**src/rtl/aes_pkg.sv**
```systemverilog
// Shared AES types, GF(2^8) helper and FSM encoding for the MixColumns engine.
package aes_pkg;

    localparam logic [7:0] AES_POLY_LOW = 8'h1B;

    typedef logic [7:0]   byte_t;
    typedef logic [31:0]  column_t;
    typedef logic [127:0] state_t;

    typedef enum logic [1:0] {
        IDLE = 2'd0,
        RUN  = 2'd1,
        HOLD = 2'd2
    } mc_state_e;

    // Multiply by x in GF(2^8) mod x^8+x^4+x^3+x+1.
    function automatic byte_t xtime(input byte_t x);
        return {x[6:0], 1'b0} ^ (x[7] ? AES_POLY_LOW : 8'h00);
    endfunction

endpackage

```
**src/rtl/mix_column_word.sv**
```systemverilog
// Combinational MixColumns / InvMixColumns of one 32-bit column (row 0 in the top byte).
// Inverse coefficients are composed from xtime chains; no multipliers or tables.
module mix_column_word
    import aes_pkg::*;
#(
    parameter bit SUPPORT_INV = 1'b1
) (
    input  logic [31:0] col_in,
    input  logic        inv,
    output logic [31:0] col_out
);

    byte_t a  [4];
    byte_t x2 [4];
    byte_t x4 [4];
    byte_t x8 [4];
    byte_t fwd [4];
    byte_t rev [4];

    always_comb begin
        for (int i = 0; i < 4; i++) begin
            a[i]  = col_in[31-8*i -: 8];
            x2[i] = xtime(a[i]);
            x4[i] = xtime(x2[i]);
            x8[i] = xtime(x4[i]);
        end
    end

    always_comb begin
        col_out = '0;
        for (int i = 0; i < 4; i++) begin
            fwd[i] = x2[i] ^ (x2[(i+1)%4] ^ a[(i+1)%4]) ^ a[(i+2)%4] ^ a[(i+3)%4];
            // 0e = 8+4+2, 0b = 8+2+1, 0d = 8+4+1, 09 = 8+1
            rev[i] = (x8[i] ^ x4[i] ^ x2[i])
                   ^ (x8[(i+1)%4] ^ x2[(i+1)%4] ^ a[(i+1)%4])
                   ^ (x8[(i+2)%4] ^ x4[(i+2)%4] ^ a[(i+2)%4])
                   ^ (x8[(i+3)%4] ^ a[(i+3)%4]);
            col_out[31-8*i -: 8] = (SUPPORT_INV && inv) ? rev[i] : fwd[i];
        end
    end

endmodule

```
**src/rtl/mix_columns_iter.sv**
```systemverilog
// Iterative 128-bit MixColumns/InvMixColumns, COLS_PER_CYCLE columns per RUN cycle.
// Result appears 4/COLS_PER_CYCLE cycles after accept and is held until out_ready.
module mix_columns_iter
    import aes_pkg::*;
#(
    parameter int COLS_PER_CYCLE = 1,
    parameter bit SUPPORT_INV    = 1'b1
) (
    input  logic         clk,
    input  logic         rst_n,
    input  logic         in_valid,
    output logic         in_ready,
    input  logic         decrypt,
    input  logic [127:0] state_in,
    output logic         out_valid,
    input  logic         out_ready,
    output logic [127:0] state_out,
    output logic         busy
);

    generate
        if (!(COLS_PER_CYCLE == 1 || COLS_PER_CYCLE == 2 || COLS_PER_CYCLE == 4)) begin : g_bad_cfg
            $error("mix_columns_iter: COLS_PER_CYCLE must be 1, 2 or 4");
        end
    endgenerate

    localparam logic [2:0] STEP3    = 3'(COLS_PER_CYCLE);
    localparam logic [1:0] STEP     = STEP3[1:0];
    localparam logic [1:0] LAST_COL = 2'(4 - COLS_PER_CYCLE);

    mc_state_e fsm_q, fsm_d;
    logic [1:0] col_q, col_d;
    state_t     work_q, work_d;
    logic       mode_q, mode_d;

    column_t cols    [4];
    column_t sel_in  [COLS_PER_CYCLE];
    column_t sel_out [COLS_PER_CYCLE];

    always_comb begin
        for (int c = 0; c < 4; c++) begin
            cols[c] = work_q[127-32*c -: 32];
        end
        for (int k = 0; k < COLS_PER_CYCLE; k++) begin
            sel_in[k] = cols[col_q + 2'(k)];
        end
    end

    genvar g;
    generate
        for (g = 0; g < COLS_PER_CYCLE; g++) begin : g_col
            mix_column_word #(
                .SUPPORT_INV (SUPPORT_INV)
            ) u_word (
                .col_in  (sel_in[g]),
                .inv     (mode_q),
                .col_out (sel_out[g])
            );
        end
    endgenerate

    always_comb begin
        fsm_d  = fsm_q;
        col_d  = col_q;
        work_d = work_q;
        mode_d = mode_q;
        unique case (fsm_q)
            IDLE: begin
                if (in_valid) begin
                    work_d = state_in;
                    mode_d = decrypt & SUPPORT_INV;
                    col_d  = 2'd0;
                    fsm_d  = RUN;
                end
            end
            RUN: begin
                for (int c = 0; c < 4; c++) begin
                    for (int k = 0; k < COLS_PER_CYCLE; k++) begin
                        if (col_q + 2'(k) == 2'(c)) begin
                            work_d[127-32*c -: 32] = sel_out[k];
                        end
                    end
                end
                col_d = col_q + STEP;
                if (col_q == LAST_COL) begin
                    fsm_d = HOLD;
                end
            end
            HOLD: begin
                if (out_ready) begin
                    fsm_d = IDLE;
                end
            end
            default: fsm_d = IDLE;
        endcase
    end

    always_ff @(posedge clk or negedge rst_n) begin
        if (!rst_n) begin
            fsm_q  <= IDLE;
            col_q  <= 2'd0;
            work_q <= '0;
            mode_q <= 1'b0;
        end else begin
            fsm_q  <= fsm_d;
            col_q  <= col_d;
            work_q <= work_d;
            mode_q <= mode_d;
        end
    end

    // Only a finished state is ever visible on state_out.
    assign in_ready  = (fsm_q == IDLE);
    assign out_valid = (fsm_q == HOLD);
    assign busy      = (fsm_q == RUN) || (fsm_q == HOLD);
    assign state_out = (fsm_q == HOLD) ? work_q : '0;

endmodule

```
**config.mk**
```make
export PLATFORM = sky130hd
export DESIGN_NAME = mix_columns_iter
export DESIGN_NICKNAME = d
export VERILOG_FILES = /design/src/rtl/aes_pkg.sv /design/src/rtl/mix_column_word.sv /design/src/rtl/mix_columns_iter.sv
export SDC_FILE = /design/constraint.sdc
export NUM_CORES = 1
export LEC_CHECK = 0
export ABC_AREA = 1
export BUFFER_PORTS_ARGS = -buffer_cell sky130_fd_sc_hd__clkbuf_2
export CORE_UTILIZATION = 53
export CTS_BUF_LIST = sky130_fd_sc_hd__clkbuf_8
export CTS_CLUSTER_DIAMETER = 150
export CTS_CLUSTER_SIZE = 20
export DETAILED_ROUTE_END_ITERATION = 16
export PLACE_DENSITY = 0.8
export SYNTH_ARGS = -nofsm -noshare
export SYNTH_HDL_FRONTEND = slang
export SYNTH_HIERARCHICAL = 1
export SYNTH_SLANG_ARGS = --single-unit
```
**constraint.sdc**
```tcl
create_clock -name clk -period 2.6 [get_ports clk]
set_clock_uncertainty 0.2 [all_clocks]
set_input_delay 0 -clock clk [delete_from_list [all_inputs] [get_ports clk]]
set_output_delay 0 -clock clk [all_outputs]
set_load 0.01 [all_outputs]
```
==> results of run 1 <==
## per-layer routing
layer	global-route usage, %	GRT overflow
met2	87.2	1
met4	58.2	1
met3	44.4	0
met1	70.2	0
met5	13.3	0
## kinds of logic after synthesis
kind of cell             share of synthesized area [%]
adder cells (fa/ha/maj)                          0.809
AO/OA/AOI/OAI                                     5.28
buffers and inverters                             13.0
AND/OR/NAND/NOR                                   44.0
flip-flops                                        23.9
XOR/XNOR                                          12.9
multiplexers                                    0.0719
## through the flow
stage	instance area, um^2	setup TNS (ps)	instances	hold WS [ps]
2_1_floorplan	14200	-322	2412	-496
3_3_place_gp	18500	-68330	3290	-153
3_5_place_dp	18500	-73640	3290	-150
4_1_cts	21600	-61820	3494	153
## timing repair
| item | in CTS |
|---|---|
| endpoints found under the setup margin | 128 |
| pin swaps | 141 |
| hold buffers | 136 |
| gates resized for setup | 245 |
| endpoints found under the hold margin | 266 |
| cloned | 4 |
| buffers inserted | 33 |
==> results.md, run 1 <==
* Cell taking the most area after synthesis: nand2_1
* Placement Rows at slightly below 60
* Vias in the first global route at between 20,000 and 25,000
* Number of synthesized flops with an enable pin at 0
* Initial Util at roughly 55%
* Synth warnings at 6
* Stopped at: global routing (5_1_grt)
* Dpl ws at -709 ps
* PortBufs at about 260
* Status: aborted with a tool error
* CTS H-tree lvls at 4
* Sequential area share after synthesis at between 20% and 30%
* Die Y-Extent at ~160 um
* DP Wirelength at 47.5 mm
* IO Count at ~260
* Synthesized area at between 10,000 and 15,000 um^2
* Log Error: [ERROR GRT-0116] Global routing finished with congestion. Check the congestion regions in the DRC Viewer.
* Largest buffer count on any clock path at 2
* Async set-or-reset flop fraction in the synthesized netlist at 100%
* Most frequent cell after synthesis: nand2_1
* Post-synthesis cell count at between 2,000 and 2,500
* Die W at 164 um
* Commonest register cell after synthesis: dfrtp_1
* GRT overflow at 2
* First-pass GRT wire length at roughly 130 mm
* CTS Sinks at roughly 130
* Post-synth top cells: nand2_1, inv_1, nand3_1
* Largest net degree at the start of global routing at 82
* Yosys cell types at 32
* Final Wtd Congestion at 1.10
* Mean Syn Cell Area at a little under 6 um^2
* Clk root buf: clkbuf_8
* Top-area cell type share of the netlist area at 33.8%
* Total global-route track usage at between 60% and 70%
* Yosys reg bits at 133
* Top cells by area, synth: nand2_1, dfrtp_1, nand3_1
* Cts bufs inserted at 17
* Syn nets at approximately 2,600
==> inputs of run 2 (changes only) <==
--- a/config.mk
+++ b/config.mk
@@ -7,12 +7,9 @@
 export LEC_CHECK = 0
 export ABC_AREA = 1
 export BUFFER_PORTS_ARGS = -buffer_cell sky130_fd_sc_hd__clkbuf_2
-export CORE_UTILIZATION = 53
-export CTS_BUF_LIST = sky130_fd_sc_hd__clkbuf_8
-export CTS_CLUSTER_DIAMETER = 150
-export CTS_CLUSTER_SIZE = 20
+export CORE_UTILIZATION = 40
 export DETAILED_ROUTE_END_ITERATION = 16
-export PLACE_DENSITY = 0.8
+export PLACE_DENSITY_LB_ADDON = 0.15
 export SYNTH_ARGS = -nofsm -noshare
 export SYNTH_HDL_FRONTEND = slang
 export SYNTH_HIERARCHICAL = 1
==> constraint.sdc (replaced) <==
create_clock -name clk -period 3.38 [get_ports clk]
set_clock_uncertainty 0.2 [all_clocks]
set_input_delay 0 -clock clk [delete_from_list [all_inputs] [get_ports clk]]
set_output_delay 0 -clock clk [all_outputs]
set_load 0.01 [all_outputs]
==> results.md, run 2 <==
* R2R setup slack at around 35 ps
* Final Hold Vio Count at 10
* Max stage delay on crit path at about 400 ps
* Total global-route track usage at a little over a third
* Antenna violations before repair at 0
* Area of the multi-input gates at 9460 um^2
* Final slew viol count at 0
* IO Count at about 260
* Final Wtd Congestion at just over 1
* Top-area cell type share of the netlist area at 33.8%
* Drt first pass iters at 5
* Violated checks: hold timing
* Number of synthesized flops with an enable pin at 0
* Slowest-stage cell, CP: dfrtp_1
* Layout cell share with drive strength beyond 1 at 26.8%
* Sequential area share after synthesis at between 20% and 30%
* First-pass GRT wire length at slightly below 100 mm
* Hold Slack at -19.3 ps
* N_diodes at 0
* Routed WL at ~65 mm
* Setup TNS at 0 ps
* CP endpoint kind: flop
* Drt wl/cell at between 15 and 20 um
* GRT overflow at 0
* Mean Syn Cell Area at around 5.8 um^2
* Grt met1 use at approximately 46%
* CP Data Required Time at roughly 3600 ps
* Reg area at between 3000 and 4000 um^2
* Detailed-route vias per instance at a little over 5
* Largest buffer count on any clock path at 2
* DR iter-0 viols at between 1,000 and 1,500
* Worst Path Max Fanout at 29
* Status: complete, but fails checks
* Area delta synth->final at 47.8%
* Post-synthesis cell count at roughly 2,400
* Period minus WS final at 3350 ps
* Reg clk slew, reported paths at approximately 70 ps
* FILL cells at between 3,000 and 4,000
* Detail Route Antenna Nets at 0
* RSZ-0062 raised after global routing: yes
* Critical Path Start Type: flop
* CTS Sinks at approximately 130
* Setup CP Type: reg -> reg
* Commonest non-fill, non-tap cell in the layout: nand2_1
* Worst R2R Path Depth at 21
* Cell taking the most area after synthesis: nand2_1
* Commonest register cell after synthesis: dfrtp_1
* Crit-path cells: clkinv_4 > buf_12 > buf_16 > o211ai_1 > nand2_1 > buf_12 > xnor2_1 > buf_4 > xor2_2 > buf_4 > buf_4 > nand2_1 > nand2_1 > nand2_1 > nand3_2 > nand2_2 > buf_4 > nand2_2 > nand2_1 > nand3_1 > nand2_1
* Clk root buf: clkbuf_16
* Die Y-Extent at approximately 190 um
* Nets at 3,169
* Cts bufs inserted at 17
* Top cells by area, synth: nand2_1, dfrtp_1, nand3_1
* Data arrival, critical path at around 3500 ps
* Fmax at ~300 MHz
* Via count at around 18,000
* CTS H-tree lvls at 4
* R2r startpoint: col_q[0]
* PortBufs at 263
* Core area at 33,900 um^2
* Synth warnings at 6
* Maxcap violations at 0
* Worst-Margin Slew at roughly 950 ps
* Largest register FFs at 128
* GR Layer Usage met2 at around 60%
* Syn nets at ~2,600
* DP Wirelength at around 49 mm
* Placement Rows at 67
* Die W at between 150 and 200 um
* Busiest metal layer after global routing: met2
* Yosys reg bits at roughly 130
* Synthesized area at between 10,000 and 15,000 um^2
* Relative slew slack at 36.5%
* Final count of negative-setup-slack endpoints at 0
* Async set-or-reset flop fraction in the synthesized netlist at 100%
* Largest net degree at the start of global routing at 83
* Worst skew pair latency at roughly 460 ps
* Post-synth top cells: nand2_1, inv_1, nand3_1
* Most frequent cell after synthesis: nand2_1
* DRC at 0
* Vias in the first global route at ~17,000
* Die area at approximately 36,000 um^2
* Met3 Use GR at roughly 4.2%
* Fin crit share at a little over nine tenths
* Commonest cells after routing, fill and taps aside: nand2_1, buf_4, inv_1, clkbuf_2, nand3_1
* HP Class: in -> async
* Cell mode on critical path: nand2_1
* R2r endpoint: cols[116]
* CTS tree: built
* Initial Util at between 40 and 50%
* Yosys cell types at 32
-- run 2: cell counts after synthesis --
No cell type changed its count.
-- run 2: area by class of cell --
| type | instances | area share (%) |
|---|---|---|
| inverter | 302 | 5.57 |
| sequential | 133 | 16.2 |
| tap | 448 | 2.72 |
| timing repair buffer | 724 | 26.7 |
| clock inverter | 13 | 0.657 |
| clock buffer | 19 | 2.15 |
| multi-input combinational | 1849 | 46.0 |
-- run 2: what timing repair did --
action                                  4_1_cts  5_1_grt
hold endpoints to repair                    266        0
endpoints found under the setup margin       29      128
buffers inserted                              0       13
cloned                                        0        2
pin swaps                                     0       27
gates resized for setup                      17      172
hold buffers                                137        0
-- run 2: critical path: cells and delay by family (launching register included) --
family	cells	cell delay (ps)
buf+inv	8	1240
simple gates	10	950
xor+xnor	2	300
flops	1	400
compound gates	1	170
-- run 2: metrics by stage --
stage / setup WS, ps / hold WS (ps) / utilization (%) / area, um^2 / instances
final: 34.7 / -19.3 / 60.7 / 20600 / 3488
after global routing: -177 / 38.9 / 60.7 / 20600 / 3488
after CTS: 1.50 / 23.8 / 58.3 / 19800 / 3474
after detailed placement: -148 / -340 / 52.3 / 17700 / 3305
after global placement: -39.3 / -340 / 52.3 / 17700 / 3305
after floorplan: 557 / -496 / - / 13900 / 2412
-- run 2: worst max path at each step --
stage | end | slack, ps | depth (start not counted) | from
2_1_floorplan | cols[107] | 560 | 24 | col_q[0]
3_3_place_gp | cols[116] | -40 | 25 | col_q[0]
3_5_place_dp | cols[116] | -150 | 22 | col_q[0]
4_1_cts | cols[114] | 2 | 19 | col_q[0]
5_1_grt | cols[84] | -180 | 23 | col_q[0]
6_report | cols[116] | 30 | 21 | col_q[0]
-- run 2: cells by family (layout without fill, tap and decap cells) --
family                     Yosys count  count (layout)  share of synthesized area [%]
AOI/OAI and AO/OA                  113             113                           5.28
DFF                                133             133                           23.9
muxes                                1               1                         0.0719
and+or+nand+nor                   1531            1531                           44.0
xor gates and xnor gates           195             195                           12.9
adders and majority gates            9               9                          0.809
buffers and inverters              430            1058                           13.0
-- run 2: routing by layer --
metal	vias up	wire, um
met4	0	2410
met3	142	3490
met1	8174	28200
met5	-	0
met2	734	30700
li1	8500	-
Power of run 2 is left out: the tool's default activity adds up to more than one toggle a clock period on the data nets, which glitch-free logic cannot reach.
==> inputs of run 3 (changes only) <==
--- a/config.mk
+++ b/config.mk
@@ -9,8 +9,7 @@
 export BUFFER_PORTS_ARGS = -buffer_cell sky130_fd_sc_hd__clkbuf_2
 export CORE_UTILIZATION = 40
 export DETAILED_ROUTE_END_ITERATION = 16
-export PLACE_DENSITY_LB_ADDON = 0.15
+export PLACE_DENSITY_LB_ADDON = 0.12
 export SYNTH_ARGS = -nofsm -noshare
 export SYNTH_HDL_FRONTEND = slang
-export SYNTH_HIERARCHICAL = 1
 export SYNTH_SLANG_ARGS = --single-unit
==> results.md, run 3 <==
* Status: complete, but fails checks
* Violated checks: hold timing
* Final count of negative-setup-slack endpoints at 0
* Largest net degree at the start of global routing at just over 90
* Final Hold Vio Count at 11
* DRC at 0
* R2r startpoint: col_q[0]
* Largest register FFs at ~130
* Cts bufs inserted at 17
* First-pass GRT wire length at about 90 mm
* Placement Rows at between 60 and 70
* Relative slew slack at between 15 and 20%
* Data arrival, critical path at 3480 ps
* Placed cells at 2,871
* Commonest cells after routing, fill and taps aside: nand2_1, clkbuf_2, a21oi_1, inv_1, nand3_1
* Clk root buf: clkbuf_16
* N_diodes at 0
* Critical Path Start Type: flop
* Mean Syn Cell Area at between 6 and 7 um^2
* Hold Slack at -9.07 ps
* Detail Route Antenna Nets at 0
* Reg clk slew, reported paths at ~70 ps
* Total global-route track usage at between 30 and 40%
* Vias in the first global route at ~15,000
* Fmax at between 300 and 400 MHz
* Yosys reg bits at ~130
* Yosys cell types at 39
* R2r endpoint: cols[0]
* DR iter-0 viols at ~1,600
* CP endpoint kind: flop
* Top cells by area, synth: dfrtp_1, nand2_1, a21oi_1
* Commonest register cell after synthesis: dfrtp_1
* Post-synth top cells: nand2_1, a21oi_1, inv_1
* Largest buffer count on any clock path at 2
* Die W at ~180 um
* Die area at around 34,000 um^2
* Crit path from: col_q[0]
* Layout cell share with drive strength beyond 1 at between 20% and 30%
* PortBufs at ~260
* Core area at about 33,000 um^2
* Detailed-route vias per instance at approximately 5.3
* Routed WL at 63.4 mm
* Final slew viol count at 0
* Synthesized area at 13,300 um^2
* Worst R2R Path Depth at 16
* Syn nets at approximately 2,300
* Top-area cell type share of the netlist area at 25.1%
* Period minus WS final at between 3000 and 4000 ps
* CP Data Required Time at 3540 ps
* Antenna violations before repair at 1
* GRT overflow at 0
* Worst-Margin Slew at roughly 1200 ps
* Cell taking the most area after synthesis: dfrtp_1
* Final Wtd Congestion at about 1.0
* Via count at roughly 16,000
* DP Wirelength at 47.2 mm
* Sequential area share after synthesis at between 20% and 30%
* Worst Path Max Fanout at 18
* IO Count at between 200 and 300
* Initial Util at 40.7%
* Drt wl/cell at 20.8 um
* HP Class: in -> async
* Commonest non-fill, non-tap cell in the layout: nand2_1
* Post-synthesis cell count at between 2,000 and 2,500
* Synth warnings at 0
* Final cell count without fillers at ~3,000
* Area delta synth->final at 35.1%
* CTS Sinks at 133
* R2R setup slack at slightly below 70 ps
* CTS H-tree lvls at 4
* Nets at 2,734
* FILL cells at 3,262
* Drt first pass iters at 6
* Most frequent cell after synthesis: nand2_1
* Setup CP Type: reg -> reg
* Worst skew pair latency at 450 ps
* CTS tree: built
* Maxcap violations at 0
* Number of synthesized flops with an enable pin at 0
* Layout Utilization at about 55%
* RSZ-0062 raised after global routing: no
* Async set-or-reset flop fraction in the synthesized netlist at 100%
* Fin crit share at between 90% and 100%
* Die Y-Extent at 184 um
## run 3: routing by layer
metal  wire length (um)  GRT usage [%]  share of wire (%)
met1              28500           51.8                 45
met2              28100           57.3                 44
met3               4810           5.61                7.6
met4               1980           13.6                3.1
met5                 13              0              0.021
## run 3: timing repair
item | CTS | global route
buffers inserted | 0 | 9
setup endpoints to repair | 4 | 56
hold buffers | 134 | 0
cloned | 1 | 2
endpoints found under the hold margin | 215 | 0
gates resized for setup | 2 | 30
pin swaps | 0 | 4
## run 3: cell type report
class	instances	area (um^2)	area share [%]
Clock buffer	18	439	2.45
Multi-Input combinational cell	1690	8760	48.8
Clock inverter	14	223	1.24
Timing Repair Buffer	526	3750	20.9
Tap cell	442	553	3.08
Timing Repair inverter	1	16.3	0.0907
Inverter	225	865	4.82
Sequential cell	133	3330	18.6
## run 3: cells by family after synthesis
kind of cell	Yosys count	share of synthesized area [%]
buffers and inverters	315	10.1
AND/OR/NAND/NOR	1183	38.1
adder cells (fa/ha/maj)	7	0.660
flip-flops	133	25.1
AO/OA/AOI/OAI	310	12.3
XOR/XNOR	190	13.8
## run 3: through the flow
stage               cell area [um^2]  setup WS, ps  setup TNS (ps)  hold WS [ps]
global placement               15700          8.47               0         -78.4
detailed placement             15700         -23.9           -83.5         -81.7
finish                         17900          68.3               0         -9.07
floorplan                      13300           950               0          -496
CTS                            17700          7.63               0          12.2
global route                   17900          7.77               0          55.2
## run 3: worst max path at each step
stage	end	slack, ps	cells past startpoint
3_5_place_dp	cols[89]	-20	15
2_1_floorplan	cols[125]	950	18
6_report	cols[0]	70	16
5_1_grt	cols[125]	8	19
3_3_place_gp	cols[25]	8	16
4_1_cts	cols[25]	8	16
## run 3: worst max-delay path, cell delays in order (launching register included)
cell       delay (ps)
dfrtp_2           400
buf_4             160
buf_4             140
clkbuf_16         190
nand2_1            70
nand3_1           130
nand2_4           180
xnor2_1           150
buf_4             180
xor2_1            310
inv_1             100
or2_1             230
nand3b_1           90
nand3_1           130
nand2_1           190
nand2_1           160
a21oi_1           200
Power of run 3 is left out for the same reason.
